`src/rtl/btn_debounce.sv`:
```
// Button/switch debouncer: metastability synchronizer, stability counter and
// 4-state qualification FSM, with a registered level and rise/fall pulses.
module btn_debounce #(
    parameter int unsigned STABLE_CYCLES = 4,
    parameter int unsigned SYNC_STAGES   = 2,
    parameter logic        ACTIVE_LOW    = 1'b0
) (
    input  logic i_clk,
    input  logic i_rst,
    input  logic i_btn,
    output logic o_level,
    output logic o_rise_pulse,
    output logic o_fall_pulse
);

    localparam int unsigned      CNT_W    = $clog2(STABLE_CYCLES + 1);
    localparam logic [CNT_W-1:0] CNT_LAST = CNT_W'(STABLE_CYCLES - 1);
    localparam logic [CNT_W-1:0] CNT_ONE  = CNT_W'(1);
    localparam bit               DIRECT   = (STABLE_CYCLES == 1);

    typedef enum logic [1:0] {
        S_LOW,
        S_WAIT_HIGH,
        S_HIGH,
        S_WAIT_LOW
    } state_t;

    logic [SYNC_STAGES-1:0] sync_q;
    logic                   s;
    state_t                 state_q, state_d;
    logic [CNT_W-1:0]       cnt_q, cnt_d;
    logic                   level_d;

    // Reset preloads the "not pressed" raw level so no false press follows reset.
    // NOTE: sequential state uses non-blocking assignments so every flop samples pre-edge values.
    always_ff @(posedge i_clk) begin
        if (i_rst) begin
            sync_q <= {SYNC_STAGES{ACTIVE_LOW}};
        end else begin
            sync_q <= {sync_q[SYNC_STAGES-2:0], i_btn};
        end
    end

    assign s = sync_q[SYNC_STAGES-1] ^ ACTIVE_LOW;

    // NOTE: defaults first so every path assigns state_d/cnt_d and no latch is inferred.
    always_comb begin
        state_d = state_q;
        cnt_d   = cnt_q;
        unique case (state_q)
            S_LOW: begin
                if (s) begin
                    if (DIRECT) begin
                        state_d = S_HIGH;
                        cnt_d   = '0;
                    end else begin
                        state_d = S_WAIT_HIGH;
                        cnt_d   = CNT_ONE;
                    end
                end
            end
            S_WAIT_HIGH: begin
                if (!s) begin
                    state_d = S_LOW;
                    cnt_d   = '0;
                end else if (cnt_q >= CNT_LAST) begin
                    state_d = S_HIGH;
                    cnt_d   = '0;
                end else begin
                    cnt_d = cnt_q + CNT_ONE;
                end
            end
            S_HIGH: begin
                if (!s) begin
                    if (DIRECT) begin
                        state_d = S_LOW;
                        cnt_d   = '0;
                    end else begin
                        state_d = S_WAIT_LOW;
                        cnt_d   = CNT_ONE;
                    end
                end
            end
            S_WAIT_LOW: begin
                if (s) begin
                    state_d = S_HIGH;
                    cnt_d   = '0;
                end else if (cnt_q >= CNT_LAST) begin
                    state_d = S_LOW;
                    cnt_d   = '0;
                end else begin
                    cnt_d = cnt_q + CNT_ONE;
                end
            end
            default: begin
                state_d = S_LOW;
                cnt_d   = '0;
            end
        endcase
    end

    // The debounced level is the "high side" of the FSM, registered once more.
    assign level_d = (state_q == S_HIGH) || (state_q == S_WAIT_LOW);

    always_ff @(posedge i_clk) begin
        if (i_rst) begin
            state_q      <= S_LOW;
            cnt_q        <= '0;
            o_level      <= 1'b0;
            o_rise_pulse <= 1'b0;
            o_fall_pulse <= 1'b0;
        end else begin
            state_q      <= state_d;
            cnt_q        <= cnt_d;
            o_level      <= level_d;
            o_rise_pulse <= level_d & ~o_level;
            o_fall_pulse <= ~level_d & o_level;
        end
    end

endmodule

```
`config.mk`:
```
export PLATFORM = sky130hd
export DESIGN_NAME = btn_debounce
export DESIGN_NICKNAME = d
export VERILOG_FILES = /design/src/rtl/btn_debounce.sv
export SDC_FILE = /design/constraint.sdc
export NUM_CORES = 1
export LEC_CHECK = 0
export CORE_AREA = 2 2 39 41
export DETAILED_ROUTE_END_ITERATION = 16
export DIE_AREA = 0 0 41 43
export PLACE_DENSITY = 0.51
export REMOVE_ABC_BUFFERS = 1
export SYNTH_ARGS = -nofsm -noshare
export SYNTH_HDL_FRONTEND = slang
export SYNTH_SLANG_ARGS = --single-unit
```
`constraint.sdc`:
```
create_clock -name i_clk -period 1.98 [get_ports i_clk]
set_clock_uncertainty 0.2 [all_clocks]
set_input_delay 0.594 -clock i_clk [delete_from_list [all_inputs] [get_ports i_clk]]
set_output_delay 0.594 -clock i_clk [all_outputs]
set_load 0.02 [all_outputs]
```
== Word level (Yosys, flattened, before mapping) ==
Cells that the tools add are included.

* Register bits: 10
* Input bits: 3
* Output and inout bits: 3
* Logic and storage cells: 36

* Add/sub/neg operators: 1
* Order comparisons: 1
* Equality and inequality tests: 7
* Mux-type cells: 13
* Bitwise gates (word level): 4
* Reduce and logical (&&, ||, !) cells: 4

{| class="wikitable"
|+ Operators by type and width
! operator !! number
|-
| two-way mux 3 bit || 5
|-
| two-way mux 2 bit || 6
|-
| case mux 3 bit (4 select lines) || 1
|-
| case mux 2 bit (4 select lines) || 1
|-
| inequality test 3 bit (second input constant) || 2
|-
| equality test 2 bit (second input constant) || 2
|-
| inequality test 2 bit (second input constant) || 2
|-
| AND reduction 4 bit || 1
|-
| adder 3 x 1 -> 3 bit (second input constant) || 1
|-
| >= comparator 3 x 2 -> 1 bit (second input constant) || 1
|-
| AND 1 bit || 2
|-
| equality test 2 x 1 -> 1 bit (second input constant) || 1
|-
| logical NOT 2 bit || 1
|-
| NOT 1 bit || 2
|-
| AND reduction 2 bit || 1
|-
| logical OR 1 bit || 1
|}

== Depth between registers and ports, before layout ==
Gate-level depths: netlist of run 1.

* Word-level depth: 4
* Gate-level depth with buffers: 5
* Mapped depth without buffers: 5

== Least setup slack after synthesis of run 1 ==
No wires, ideal clock.

* Kind: register to register
* Start point: register cnt_q[0]
* End point: register (tool-made name)
* Library setup time: 0.122 ns
* Arrival time: 1.096 ns
* Data required time: 1.658 ns
* Slack: 0.563 ns
* Cell stages (with the launch flop): 6
* Path buffers: 0
* Period minus slack after synthesis: 1.417 ns
* Path through: dfxtp_1 > ha_1 > ha_1 > a211oi_2 > nor2_1 > mux2i_1

{| class="wikitable"
|+ RTL lines
! element !! RTL line !! RTL
|-
| start, declared || 31 || <nowiki>logic [CNT_W-1:0] cnt_q, cnt_d;</nowiki>
|-
| start signal, assigned || 114 || <nowiki>cnt_q <= cnt_d;</nowiki>
|}

== Worst setup path in the final report of run 1 ==
* Start point: register o_fall_pulse
* End point: output port o_fall_pulse

{| class="wikitable"
|+ RTL lines
! element !! RTL line !! RTL
|-
| start, declared || 13 || <nowiki>output logic o_fall_pulse</nowiki>
|-
| start signal, assigned || 117 || <nowiki>o_fall_pulse <= ~level_d & o_level;</nowiki>
|}

No word-level cell between the ends.

==> flow_summary_export.csv, run 1 <==
group,metric,value,unit
route,num_vias,272,
setup_path,critPathLaunch,"o_fall_pulse$_SDFF_PP0_",
setup_path,arrival,1150,ps
placement,dp_hpwl,526,um
logic_synthesis,synthSimpleGateAreaFrac,0.199,
die,die_w,41,um
die,std_cell_rows,14,
route,finalWirelength,614,um
setup_path,path_delay_family,"buffers and inverters",
worst_hold_path,hold_class,"reg2reg",
setup_path,rr_worst_depth,5,
cts,htree_levels,1,
cts,clk_pin_slew,60,ps
timing,slew_violations,0,
cts,cts_root_buffer,"clkbuf_4",
logic_synthesis,synth_compound_area_frac,0.0847,
route,first_pass_iters,2,
logic_synthesis,synth_cells,37,
route,drc,0,
finish,layout-drive-gt1-share,0.114,
run_status,outcome,"completed",
timing,finalSetupTns,0,ps
logic_synthesis,yosys.area_share.adder,0.0651,
power_and_ir_drop,cellPowerDensity,739,nW/um2
finish,fin_nets,51,
setup_path,max_stage_delay,590,ps
route,first_iter_violations,3,
setup_path,crit_chain,"clkdlybuf4s50_1",
setup_path,crit_end,"o_fall_pulse",
finish,syn2layout_area_growth,23.5,%
placement,placed_cells,57,
power_and_ir_drop,power.leakage,0.204,nW
power_and_ir_drop,max-vdd-ir-drop,0.327,mV
timing,fin_crit,1940,ps
timing,worst_slew_pin_slew,301,ps
cts,numCtsBuffers,3,
job,cap_violations,0,
cts,clockBufferDepth,2,
die,dieArea,1760,um2
timing,setup-violations-final,0,
logic_synthesis,synthMuxAreaShare,0.0261,
die,core_area,1380,um2
setup_path,path_buf_inv,1,
route,vias_per_cell,4.53,
route,antenna_left,0,
logic_synthesis,syn_avg_cell_area,10.4,um2
grt,grt_pass1_vias,291,
timing,max_freq,515,MHz
grt,grt_max_degree,11,
grt,overflow,0,
logic_synthesis,synthDistinctLibCells,19,
setup_path,regToRegStartpoint,"cnt_q[0]$_SDFFE_PP0P_",
worst_hold_path,hold_depth,1,
route,wl_per_cell,10.2,um
die,die_y,43,um
timing,relSlewSlack,0.799,
placement,io_buffers,5,
setup_path,critPathRequiredTime,1190,ps
finish,diodes,0,
finish,layout.cells.non_filler,60,
die,initial_core_util,0.278,
setup_path,reg2reg_setup_slack,430,ps
cts,cts.sinks,10,
logic_synthesis,synth_top_family_by_area,"simple AND/OR/NAND/NOR gates",
finish,nFillCells,145,
grt,grt_pass1_wl,1050,um
setup_path,cp.depth,1,
logic_synthesis,synth-xor-area-share,0.0651,
setup_path,end_kind,"output port",
grt,grt_use_total,0.0869,
cts,tritoncts,"done",
logic_synthesis,ys_seq_area_frac,0.521,
timing,hold_viol,0,
setup_path,setup.worst_path.start_class,"register",
die,ios,6,
grt,antenna_found_initial,0,
logic_synthesis,yosys_warnings,0,
timing,layout_worst_path_cycle_share,0.981,
placement,place.gp.congestion,0.751,
logic_synthesis,synthesis.area,384,um2
setup_path,r2r-end,"state_q[0]$_SDFFE_PP0P_",
setup_path,slowest_stage,"clkdlybuf4s50_1",
setup_path,worstSetupPathType,"reg2out",
logic_synthesis,ys_ff_latch,10,
cts,clkLatencyLatePin,250,ps
setup_path,crit_fanout,1,
timing,rsz0062_at_grt,"no",
through the flow:
step           utilization  hold slack, ps  area [um2]  setup WS [ps]  total power, mW
2_1_floorplan            -             214         380            563            0.219
3_3_place_gp         0.325             221         450            161            0.226
3_5_place_dp         0.325             244         450            114            0.227
4_1_cts              0.341             249         472           20.3            0.356
5_1_grt              0.343             264         474           8.94            0.364
6_report             0.343             239         474           36.6            0.350
flip-flops by register name (all words and copies together) (netlist names), named ones only:
name,cells
o_fall_pulse,1
sync_q,2
state_q,1
o_level,1
o_rise_pulse,1
cnt_q,3
cell usage in the layout, fill, tap and decap left out, types with 2 or more instances in the layout:
| cell type | synthesis | final |
|---|---|---|
| dfxtp_1 | 10 | 10 |
| nor2_1 | 4 | 4 |
| inv_1 | 3 | 3 |
| clkbuf_4 | 0 | 3 |
| clkdlybuf4s50_1 | 0 | 3 |
| nor3_1 | 2 | 2 |
| nor2b_1 | 2 | 2 |
| nand4_1 | 2 | 2 |
| ha_1 | 2 | 2 |
logic make-up (layout without fill, tap and decap cells):
kind of cell / after synthesis / in the layout
and+or+nand+nor: 14 / 14
DFF: 10 / 10
AOI/OAI and AO/OA: 4 / 4
buffers and inverters: 4 / 11
adders and majority gates: 2 / 2
xor gates and xnor gates: 2 / 2
muxes: 1 / 1
worst min-delay path by stage:
stage	from	to	slack [ps]
3_5_place_dp	o_level$_SDFF_PP0_	o_rise_pulse$_SDFF_PP0_	240
2_1_floorplan	sync_q[0]$_SDFF_PP0_	sync_q[1]$_SDFF_PP0_	210
5_1_grt	o_level$_SDFF_PP0_	o_rise_pulse$_SDFF_PP0_	260
4_1_cts	o_level$_SDFF_PP0_	o_rise_pulse$_SDFF_PP0_	250
6_report	o_level$_SDFF_PP0_	o_rise_pulse$_SDFF_PP0_	240
3_3_place_gp	o_level$_SDFF_PP0_	o_rise_pulse$_SDFF_PP0_	220
report_power, final:
part / internal [mW] / leakage [nW] / switching (mW) / total (mW)
Sequential: 0.205 / 0.0812 / 0.00337 / 0.208
Combinational: 0.00787 / 0.109 / 0.00636 / 0.0142
Clock: 0.0696 / 0.0138 / 0.0582 / 0.128
synthesized netlist by cell type:
master,n,share of area
a211oi_2,1,0.033
a21oi_1,1,0.013
clkbuf_1,1,0.0098
dfxtp_1,10,0.52
ha_1,2,0.065
inv_1,3,0.029
mux2i_1,1,0.026
nand2b_1,1,0.016
nand3_1,1,0.013
nand4_1,2,0.033
nor2_1,4,0.039
nor2b_1,2,0.033
nor3_1,2,0.026
nor3b_1,1,0.020
o22ai_1,1,0.016
o41ai_1,1,0.023
or2b_1,1,0.020
xnor2_1,1,0.023
xor2_2,1,0.042
timing repair:
| action | CTS | global route |
|---|---|---|
| hold buffers | 0 | 0 |
| gates resized for setup | 1 | 1 |
| endpoints found under the setup margin | 1 | 1 |
| setup buffers | 0 | 0 |
metal layers:
layer,vias up,GRT usage,share of wire
met2,3,0.153,0.57
met4,0,0.0400,0
met3,0,0.0157,0.023
met1,127,0.0918,0.41
met5,-,0,0
li1,142,-,-
worst reg2reg max path, stage by stage, from the launching register on:
cell	delay, ps
dfxtp_1	340
ha_1	210
ha_1	200
a211oi_2	230
nor2_1	120
nor3_1	180
final cells by class:
type | instances | area (um2) | area share
inverter | 3 | 11.3 | 0.0237
clock buffer | 3 | 22.5 | 0.0475
sequential | 10 | 200 | 0.422
tap | 16 | 20.0 | 0.0422
timing repair buffer | 5 | 51.3 | 0.108
multi-input combinational | 23 | 169 | 0.356
No activity file was read; power rests on OpenSTA's default activity.
==> run 2, diff against run 1 <==
- ABC_AREA: not set -> 0
- SKIP_LAST_GASP: not set -> 1
==> results of run 2 <==
Same layout as run 1: the final DEF is identical, and so are final timing and power.
==> run 3, diff against run 2 <==
- TNS_END_PERCENT: not set -> 1
==> results of run 3 <==
Same layout as run 1: the final DEF is identical, and so are final timing and power.
